### config.mk
export PLATFORM = sky130hd
export DESIGN_NAME = regbank_write_arbiter_flat
export DESIGN_NICKNAME = d
export VERILOG_FILES = /design/src/rtl/regbank_pkg.sv /design/src/rtl/regbank_write_arbiter_if.sv /design/src/rtl/regwr_fifo.sv /design/src/rtl/regbank_write_arbiter.sv /design/src/flat_wrapper.sv
export SDC_FILE = /design/constraint.sdc
export NUM_CORES = 1
export LEC_CHECK = 0
export ABC_AREA = 1
export CAP_MARGIN = 40
export CORE_ASPECT_RATIO = 1.1
export CORE_MARGIN = 2
export CORE_UTILIZATION = 45
export DETAILED_ROUTE_END_ITERATION = 8
export PLACE_DENSITY = 0.64
export SKIP_CTS_REPAIR_TIMING = 1
export SLEW_MARGIN = 30
export SYNTH_ARGS = -nofsm -noshare
export SYNTH_HDL_FRONTEND = slang
export SYNTH_HIERARCHICAL = 1
export SYNTH_SLANG_ARGS = --single-unit
### constraint.sdc
create_clock -name clock -period 4.53 [get_ports clock]
set_clock_uncertainty 0.05 [all_clocks]
set_input_delay 1.1325 -clock clock [delete_from_list [all_inputs] [get_ports clock]]
set_output_delay 1.1325 -clock clock [all_outputs]
set_load 0.02 [all_outputs]
### src/rtl/regbank_pkg.sv
// Shared widths, requester identifiers and the FIFO entry type for the
// register-bank write arbiter.
package regbank_pkg;
    localparam int DATA_W = 16;
    localparam int ADDR_W = 3;
    localparam int NREGS  = 2 ** ADDR_W;

    localparam bit REQ_ALU = 1'b0;
    localparam bit REQ_MEM = 1'b1;

    typedef logic [ADDR_W-1:0] reg_addr_t;
    typedef logic [DATA_W-1:0] reg_data_t;

    typedef struct packed {
        reg_addr_t addr;
        reg_data_t data;
    } wr_entry_t;
endpackage

### src/rtl/regbank_write_arbiter_if.sv
// Valid/ready write-request handshakes from the ALU (req0) and
// load (req1) writeback paths.
interface regbank_write_arbiter_if;
    import regbank_pkg::*;

    logic      req0_valid;
    reg_addr_t req0_addr;
    reg_data_t req0_data;
    logic      req0_ready;

    logic      req1_valid;
    reg_addr_t req1_addr;
    reg_data_t req1_data;
    logic      req1_ready;

    modport master (
        output req0_valid, req0_addr, req0_data,
        output req1_valid, req1_addr, req1_data,
        input  req0_ready, req1_ready
    );

    modport slave (
        input  req0_valid, req0_addr, req0_data,
        input  req1_valid, req1_addr, req1_data,
        output req0_ready, req1_ready
    );
endinterface

### src/rtl/regwr_fifo.sv
// Small synchronous FIFO of {addr,data} write entries with full/empty flags.
// The caller never pushes when full nor pops when empty.
module regwr_fifo
    import regbank_pkg::*;
#(
    parameter int DEPTH = 2
) (
    input  logic      clk,
    input  logic      srst,
    input  logic      push,
    input  wr_entry_t push_entry,
    input  logic      pop,
    output wr_entry_t head,
    output logic      full,
    output logic      empty
);
    localparam int PTR_W = $clog2(DEPTH);
    localparam int CNT_W = $clog2(DEPTH + 1);

    wr_entry_t        mem [DEPTH];
    logic [PTR_W-1:0] wr_ptr_reg;
    logic [PTR_W-1:0] rd_ptr_reg;
    logic [CNT_W-1:0] count_reg;

    assign full  = (count_reg == CNT_W'(DEPTH));
    assign empty = (count_reg == '0);
    assign head  = mem[rd_ptr_reg];

    always_ff @(posedge clk) begin
        if (push) begin
            mem[wr_ptr_reg] <= push_entry;
        end
    end

    // DEPTH is a power of two, so the pointers wrap naturally.
    always_ff @(posedge clk) begin
        if (srst) begin
            wr_ptr_reg <= '0;
            rd_ptr_reg <= '0;
            count_reg  <= '0;
        end else begin
            if (push) begin
                wr_ptr_reg <= wr_ptr_reg + 1'b1;
            end
            if (pop) begin
                rd_ptr_reg <= rd_ptr_reg + 1'b1;
            end
            case ({push, pop})
                2'b10:   count_reg <= count_reg + 1'b1;
                2'b01:   count_reg <= count_reg - 1'b1;
                default: count_reg <= count_reg;
            endcase
        end
    end
endmodule

### src/rtl/regbank_write_arbiter.sv
// Round-robin arbiter sharing the register-bank write port between ALU and
// load writeback, with a per-register pending-write scoreboard for decode stall.
module regbank_write_arbiter
    import regbank_pkg::*;
#(
    parameter int FIFO_DEPTH = 2
) (
    input  logic                     clock,
    input  logic                     reset,
    regbank_write_arbiter_if.slave   req,
    input  logic                     rd_check,
    input  reg_addr_t                rs,
    input  reg_addr_t                rt,
    output logic                     stall,
    output logic                     RegWrite,
    output reg_addr_t                rd,
    output reg_data_t                dataToWrite
);
    localparam int PEND_W = $clog2(2 * FIFO_DEPTH + 1);

    logic [NREGS-1:0][PEND_W-1:0] pend_all;
    logic [NREGS-1:0]             owner_all;

    logic      full0, empty0, full1, empty1;
    wr_entry_t head0, head1;
    wr_entry_t push_entry0, push_entry1;
    logic      ready0, ready1, conflict;
    logic      accept0, accept1;
    logic      pop0, pop1, pop_valid;
    wr_entry_t pop_entry;

    logic      last_grant_reg;
    logic      regwrite_reg;
    reg_addr_t rd_reg;
    reg_data_t data_reg;

    // A register already pending is only open to the requester that owns it,
    // which keeps per-register write order equal to acceptance order.
    assign ready0   = !full0 &&
                      ((pend_all[req.req0_addr] == '0) || (owner_all[req.req0_addr] == REQ_ALU));
    assign conflict = req.req0_valid && ready0 && (req.req0_addr == req.req1_addr);
    assign ready1   = !full1 && !conflict &&
                      ((pend_all[req.req1_addr] == '0) || (owner_all[req.req1_addr] == REQ_MEM));

    assign req.req0_ready = ready0;
    assign req.req1_ready = ready1;

    assign accept0 = req.req0_valid && ready0 && !reset;
    assign accept1 = req.req1_valid && ready1 && !reset;

    assign push_entry0 = '{addr: req.req0_addr, data: req.req0_data};
    assign push_entry1 = '{addr: req.req1_addr, data: req.req1_data};

    regwr_fifo #(.DEPTH(FIFO_DEPTH)) u_fifo0 (
        .clk        (clock),
        .srst       (reset),
        .push       (accept0),
        .push_entry (push_entry0),
        .pop        (pop0),
        .head       (head0),
        .full       (full0),
        .empty      (empty0)
    );

    regwr_fifo #(.DEPTH(FIFO_DEPTH)) u_fifo1 (
        .clk        (clock),
        .srst       (reset),
        .push       (accept1),
        .push_entry (push_entry1),
        .pop        (pop1),
        .head       (head1),
        .full       (full1),
        .empty      (empty1)
    );

    always_comb begin
        pop0 = 1'b0;
        pop1 = 1'b0;
        if (!reset) begin
            if (!empty0 && !empty1) begin
                if (last_grant_reg == REQ_ALU) begin
                    pop1 = 1'b1;
                end else begin
                    pop0 = 1'b1;
                end
            end else if (!empty0) begin
                pop0 = 1'b1;
            end else if (!empty1) begin
                pop1 = 1'b1;
            end
        end
    end

    assign pop_valid = pop0 || pop1;
    assign pop_entry = pop1 ? head1 : head0;

    always_ff @(posedge clock) begin
        if (reset) begin
            regwrite_reg   <= 1'b0;
            rd_reg         <= '0;
            data_reg       <= '0;
            last_grant_reg <= REQ_MEM;
        end else begin
            regwrite_reg <= pop_valid;
            if (pop_valid) begin
                rd_reg         <= pop_entry.addr;
                data_reg       <= pop_entry.data;
                last_grant_reg <= pop1 ? REQ_MEM : REQ_ALU;
            end
        end
    end

    assign RegWrite    = regwrite_reg;
    assign rd          = rd_reg;
    assign dataToWrite = data_reg;

    // Pending count drops on the edge that raises RegWrite, so stall is
    // already low during the strobe cycle.
    for (genvar gi = 0; gi < NREGS; gi++) begin : g_sb
        logic              inc0, inc1, dec;
        logic [PEND_W-1:0] pend_reg;
        logic              owner_reg;

        assign inc0 = accept0 && (req.req0_addr == reg_addr_t'(gi));
        assign inc1 = accept1 && (req.req1_addr == reg_addr_t'(gi));
        assign dec  = pop_valid && (pop_entry.addr == reg_addr_t'(gi));

        always_ff @(posedge clock) begin
            if (reset) begin
                pend_reg  <= '0;
                owner_reg <= REQ_ALU;
            end else begin
                case ({inc0 || inc1, dec})
                    2'b10:   pend_reg <= pend_reg + 1'b1;
                    2'b01:   pend_reg <= pend_reg - 1'b1;
                    default: pend_reg <= pend_reg;
                endcase
                if (inc1) begin
                    owner_reg <= REQ_MEM;
                end else if (inc0) begin
                    owner_reg <= REQ_ALU;
                end
            end
        end

        assign pend_all[gi]  = pend_reg;
        assign owner_all[gi] = owner_reg;
    end

    assign stall = rd_check && ((pend_all[rs] != '0) || (pend_all[rt] != '0));
endmodule

### src/flat_wrapper.sv
// flat-port wrapper written by rule: the top's interface ports become plain ports
module regbank_write_arbiter_flat import regbank_pkg::*;
#(
    parameter int FIFO_DEPTH = 2
)
  (clock, reset, rd_check, rs, rt, stall, RegWrite, rd, dataToWrite, req_req0_valid, req_req0_addr, req_req0_data, req_req1_valid, req_req1_addr, req_req1_data, req_req0_ready, req_req1_ready);
  regbank_write_arbiter_if req_i ();
  input  logic clock;
  input  logic reset;
  input  logic rd_check;
  input  reg_addr_t rs;
  input  reg_addr_t rt;
  output logic stall;
  output logic RegWrite;
  output reg_addr_t rd;
  output reg_data_t dataToWrite;
  input wire logic [$bits(req_i.req0_valid)-1:0] req_req0_valid;
  input wire logic [$bits(req_i.req0_addr)-1:0] req_req0_addr;
  input wire logic [$bits(req_i.req0_data)-1:0] req_req0_data;
  input wire logic [$bits(req_i.req1_valid)-1:0] req_req1_valid;
  input wire logic [$bits(req_i.req1_addr)-1:0] req_req1_addr;
  input wire logic [$bits(req_i.req1_data)-1:0] req_req1_data;
  output wire logic [$bits(req_i.req0_ready)-1:0] req_req0_ready;
  output wire logic [$bits(req_i.req1_ready)-1:0] req_req1_ready;
  assign req_i.req0_valid = req_req0_valid;
  assign req_i.req0_addr = req_req0_addr;
  assign req_i.req0_data = req_req0_data;
  assign req_i.req1_valid = req_req1_valid;
  assign req_i.req1_addr = req_req1_addr;
  assign req_i.req1_data = req_req1_data;
  assign req_req0_ready = req_i.req0_ready;
  assign req_req1_ready = req_i.req1_ready;
  regbank_write_arbiter #(.FIFO_DEPTH(FIFO_DEPTH)) u_core (.clock(clock), .reset(reset), .req(req_i), .rd_check(rd_check), .rs(rs), .rt(rt), .stall(stall), .RegWrite(RegWrite), .rd(rd), .dataToWrite(dataToWrite));
endmodule
==> impl_results.md <==
* Status: completed
* Net Sw Frac at 0.308
* Antenna cells at 0
* Num CTS Buffers at 17
* DRC at 0
* Syn Nets at 759
* Simple-Gate Fraction of Synth Area at 0.150
* H-tree depth at 4
* Register area share after synthesis at 0.531
* Non-Filler Cell Area, Final at 8260 sq um
* FP Rows at 46
* Antenna Violating Nets Remaining at 0
* GR Layer Usage met3 at 0.0577
* Slowest cell delay on critical path at 590 ps
* Latest clock arrival within the worst-skew pair at 420 ps
* Routed length per placed instance at 16.1 um
* Gpl congestion at 0.888
* M1 GR Usage at 0.221
* Largest net degree at the start of global routing at 39
* Switch Pwr at 1.17 mW
* Ys async rst share at 0
* Antenna violations before repair at 0
* Area Overhead vs Synth at 23.7%
* Netlist Area Pre-Place at 6670 sq um
* Least-Margin Pin Slew at 583 ps
* Placeable Area at 14400 sq um
* Global-route wire length before repair at 25400 um
* WP data arrival at 3150 ps
* Worst path cell trace: clkdlybuf4s50_1 > buf_12 > nor2_2 > inv_1 > o21ai_1 > nor2_2 > nand2_4 > nand3_4 > inv_1 > clkdlybuf4s50_1
* Vias at 4987
* Register share of total power at 0.401
* Synth Flop Type: edfxtp_1
* GR Overflow Total at 0
* Vias in the first global route at 5251
* Initial Util at 0.462
* CTS sink cnt at 139
* Chip width at 120 um
* Dpl hpwl at 11900 um
* Die H at 132 um
* Post-synthesis register bit count at 139
* GRT Total Usage at 0.210
* Final core occ at 0.571
* Crit start category: primary input
* Maximum vdd ir drop at 0.214 mV
* Clock root cell: clkbuf_16
* Cells after Synth at 692
* Power Internal at 2.63 mW
* Vias per inst at 5.04
* Reg clk slew, reported paths at 60 ps
* Compound-Gate Fraction of Synth Area at 0.112
* Avg Inst Size Synth at 9.64 sq um
* Final setup viols at 0
* Crit Path Class: primary input to primary output
* CTS tree: yes
* CP bufs+invs at 5
* Yosys Warn Count at 6
* Tmin final at 4330 ps
* Mux share of post-synthesis cell area at 0.0769
* CP Data Required Time at 3350 ps
* DP Area at 7670 sq um
* CP delay by family, top: buffers and inverters
* Die area at 15800 sq um
* Highest-delay cell along the critical path: clkdlybuf4s50_1
* Final Max Tran Viols at 0
* Number of enable flip-flop cells after synthesis at 76
* Max FO, Critical Path at 9
* Largest family of logic cells by synthesized area: simple AND/OR/NAND/NOR gates
* Adder-Cell Fraction of Synth Area at 0.0428
* Clock Tree Buf Depth at 2
* Filler instances at 1274
* Final #Nets at 851
* DRT Wirelength at 16000 um
* Io pins at 72
* P_leak at 3.25 nW
* Final Hold Vio Count at 0
* Critical Path End Type: primary output
* Clock power share at 0.356
* Final period util at 0.956
* RSZ-0062 raised after global routing: no
* XOR/XNOR share of the synthesized area at 0.00394
* M2 GR Usage at 0.393
* Top Usage Layer GRT: met2
* DRT Pass-1 Iters at 4
* Power Dens Cells at 461 nW/um^2
* Unique masters post-synth at 39
* TNS Setup at 0 ps
* Combinational share of power at 0.243
* Worst slew margin at 0.610
* FMAX at 231 MHz
* Hold WC Path Type: flip-flop to flip-flop
* Initial detailed-routing violation count at 333
* Layout cell share with drive strength beyond 1 at 0.143
* Number of max-cap violations at 0
* IO buf count at 71
## kinds of logic after synthesis
family | count (synthesis)
buffers and inverters | 133
flip-flops | 139
AND/OR/NAND/NOR | 224
multiplexers | 39
XOR/XNOR | 3
AO/OA/AOI/OAI | 136
adder cells (fa/ha/maj) | 18
## area by class of cell
type / count / area, sq um / share of cell area
sequential: 139 / 3540 / 0.429
clock buffer: 17 / 425 / 0.0515
clock inverter: 15 / 155 / 0.0188
multi-input combinational: 420 / 2570 / 0.311
timing repair buffer: 91 / 891 / 0.108
inverter: 115 / 432 / 0.0523
tap: 192 / 240 / 0.0291
## synth_stat cells (6+ instances only)
library cell	count	area, sq um
ha_1	10	125
o211ai_1	21	158
edfxtp_1	76	2280
nor3_1	7	35.0
mux2_4	20	300
inv_1	107	402
nand2_1	71	267
mux2_2	18	203
buf_2	7	35.0
dfxtp_1	63	1260
a21oi_1	48	240
o21ai_0	54	270
nor2_1	100	375
inv_2	6	22.5
fa_1	8	160
o21ai_1	8	40.0
nand4_1	18	113
nand3_1	11	55.1
## power groups by stage
stage	registers [mW]	clock network, mW	logic (mW)
global placement	1.55	0	0.904
finish	1.53	1.36	0.924
detailed placement	1.55	0	0.928
global route	1.54	1.44	1.02
CTS	1.53	1.39	0.932
floorplan	1.60	0	0.540
## metal layers
layer	part of all wire	up-vias
li1	-	2502
met4	0.027	0
met3	0.045	28
met1	0.39	2346
met5	0	-
met2	0.54	111
## path summary, 6_finish.rpt
path	from	to	slack (ps)	cells after the start
worst max register to register	u_core/u_fifo0/count_reg[0]	u_core/g_sb[4].pend_reg[2]	1420	14
worst max-delay path	req_req0_addr[0]	req_req0_ready	200	10
worst min register to register	u_core/g_sb[7].pend_reg[0]	u_core/g_sb[7].pend_reg[0]	400	1
worst min-delay path	u_core/g_sb[7].pend_reg[0]	u_core/g_sb[7].pend_reg[0]	400	1
## through the flow
step	power (mW)	hold slack (ps)	std cells	worst slack, ps
final	3.81	403	989	198
after global routing	4.00	424	989	117
after CTS	3.85	403	989	26.2
after detailed placement	2.48	395	957	44.3
after global placement	2.45	382	957	77.9
after floorplan	2.14	372	692	1040
## cells in the final DEF, fill, tap and decap left out, types with 3 or more instances in the layout
| master | count |
|---|---|
| nor2_2 | 4 |
| nor2_4 | 3 |
| fa_1 | 8 |
| edfxtp_1 | 76 |
| clkbuf_16 | 17 |
| inv_1 | 107 |
| o21ai_1 | 8 |
| nand2_2 | 3 |
| nand2_1 | 71 |
| buf_4 | 18 |
| a21oi_1 | 48 |
| nor2_1 | 100 |
| inv_6 | 5 |
| mux2_4 | 20 |
| clkdlybuf4s50_1 | 69 |
| inv_2 | 6 |
| o211ai_1 | 21 |
| ha_1 | 10 |
| nor3_1 | 7 |
| or2_2 | 3 |
| mux2_2 | 18 |
| o21ai_0 | 54 |
| inv_8 | 3 |
| nand3_1 | 11 |
| nand4_1 | 18 |
| clkinv_4 | 4 |
| dfxtp_1 | 63 |
Note: power is estimated with default switching activity, not from simulation.
==> edit, RTL diff (same flow settings) <==
`ADDR_W`: 3 -> 2.
--- a/src/rtl/regbank_pkg.sv
+++ b/src/rtl/regbank_pkg.sv
@@ -2,7 +2,7 @@
 // register-bank write arbiter.
 package regbank_pkg;
     localparam int DATA_W = 16;
-    localparam int ADDR_W = 3;
+    localparam int ADDR_W = 2;
     localparam int NREGS  = 2 ** ADDR_W;
 
     localparam bit REQ_ALU = 1'b0;
Interface: changed (5 resized); port bits go from 72 to 67. The function was not compared with the original's and may differ.
==> edit against the original RTL <==
  * Final cell count decreased by 26%
  * Setup slack got worse by 0.029 ns
  * Final area shrank 18%
  * First-iteration DRC count is 38% lower
  * Sequential cell count is 21 lower
  * Combinational power shrank 15%
  * Global-route usage fell by 1.9 points
  * Hold slack gained 0.010 ns
  * Wire length down 29%
  * Synthesized area fell by 20%
  * Via count fell by 26%
  * Total power fell by 7.7%
  * Critical endpoint is now req_req1_ready
  * Largest cell class unchanged
==> edit: results (changes against the original RTL) <==
** Worst setup path
- FF-to-FF path depth :: 16 (+2)
- Critical R2R Launch :: u_core/g_sb[0].pend_reg[2]
- Worst R2R Setup Slack :: 1.78 ns (+0.36 ns)
- Arrival time at the worst endpoint :: 3.18 ns (+0.03 ns)
- The worst register-to-register path ends at u_core/g_sb[0].pend_reg[2].

** Logic synthesis
- Number of synthesized flops with an enable pin :: 72 (-5.3%)
- The synthesized net count came to 541 (-29%).
- Top cells by area, synth :: edfxtp_1, dfxtp_1, mux2_4
- The commonest cells after synthesis are nor2_1, edfxtp_1, inv_1, dfxtp_1, nand2_1.
- Post-synthesis share of cell area spent on full adders, half adders and majority gates :: 2.91% (-1.4 points)
- Compound-gate portion of the synthesized area :: 9.65% (-1.5 points)
- Mux cell area share after synthesis :: 9.37% (+1.7 points)
- The sequential element share of the synthesized area is 57.7% (+4.6 points).
- Area share of xor/xnor cells in the synthesized design :: 0.492% (+0.098 points)
- Synth unique cells :: 33 (-15%)

** Worst hold path
- Min-Delay Startpoint :: u_core/g_sb[2].pend_reg[2]
- The worst hold path depth was 2 (+1).
- For hold timing, the worst endpoint is u_core/g_sb[2].pend_reg[2].

** Place
- The post-DP HPWL was 7.96 mm (-33%).
- Buffers added on ports :: 66 (-7.0%)
- The post-placement cell count is 699 (-27%).
- The placer's final routability congestion estimate came to 0.881 (-0.73%).

** Status
- Status :: completed

** Drt
- The mean number of vias per cell is 5.07 (+0.60%).
- Total number of vias :: 3703 (-26%)
- The DRC violation total after the first TritonRoute iteration came to 205 (-38%).
- The wire length reported by the detailed router is 11.3 mm (-29%).
- The total iterations of the first detailed-routing run is 4 (unchanged).

** GRT
- The overall fraction of global-route tracks in use came to 19.1% (-1.9 points).
- Via count of the first global-routing pass :: 3840 (-27%)
- The global-route wire length before repair was 18.4 mm (-28%).

** Power
- Static leakage power :: 2.64 nW (-19%)
- Peak VDD IR :: 272 µV (+27%)

** Final layout
- The number of nets in the layout came to 623 (-27%).
- The total of fill cells in the finished design is 981 (-23%).

** Timing
- The worst-margin pin slew came to 0.554 ns (-0.0288 ns).
==> edit: cells by family after synthesis <==
| kind of cell | count (synthesis) |
|---|---|
| xor gates and xnor gates | 3 |
| DFF | 118 |
| muxes | 38 |
| buffers and inverters | 82 |
| AOI/OAI and AO/OA | 81 |
| and+or+nand+nor | 154 |
| adders and majority gates | 10 |
==> edit: per-stage QoR <==
step,area (µm²),worst slack [ns],hold WS [ns],total power [mW]
floorplan,5340,1.27,0.379,1.87
global placement,6140,0.197,0.395,2.10
detailed placement,6140,0.165,0.408,2.13
CTS,6760,0.168,0.415,3.54
global route,6760,0.0133,0.445,3.69
finish,6760,0.169,0.413,3.51
==> edit: cell type report <==
| type | count | area share (%) |
|---|---|---|
| timing repair buffer | 77 | 11.0 |
| multi-input combinational | 286 | 27.6 |
| sequential | 118 | 45.6 |
| clock buffer | 17 | 6.29 |
| clock inverter | 14 | 2.96 |
| tap | 150 | 2.78 |
| inverter | 68 | 3.77 |
==> edit: how the worst max path moves through the flow <==
stage                           from                  endpoint  slack, ns  depth (start not counted)
detailed placement  req_req0_addr[1]            req_req1_ready       0.16                         10
CTS                 req_req0_addr[1]            req_req1_ready       0.17                         10
global route        req_req0_addr[1]            req_req1_ready       0.01                         10
finish              req_req0_addr[1]            req_req1_ready       0.17                         10
global placement    req_req0_addr[0]            req_req1_ready       0.20                         10
floorplan           req_req1_addr[0]  u_core/u_fifo1/mem[0][0]       1.27                          9
==> edit: critical path: stages <==
cell,delay [ns]
clkdlybuf4s50_1,0.63
inv_1,0.11
nor2_2,0.13
nand2_1,0.07
nand2_1,0.11
o21ai_1,0.07
nand4_1,0.16
nand2_1,0.11
inv_1,0.06
clkdlybuf4s50_1,0.60
==> edit: per-layer routing <==
metal	vias up	GRT usage [%]	wire length, µm
met4	0	10.2	267
met2	101	33.6	5980
met1	1754	20.2	4490
met5	-	0	0
met3	22	5.52	561
li1	1826	-	-
==> edit: power by group <==
group	switching [mW]	leakage [nW]	total, mW	internal (mW)
combinational	0.444	1.31	0.789	0.345
sequential	0.0562	1.04	1.32	1.26
clock	0.486	0.296	1.41	0.921
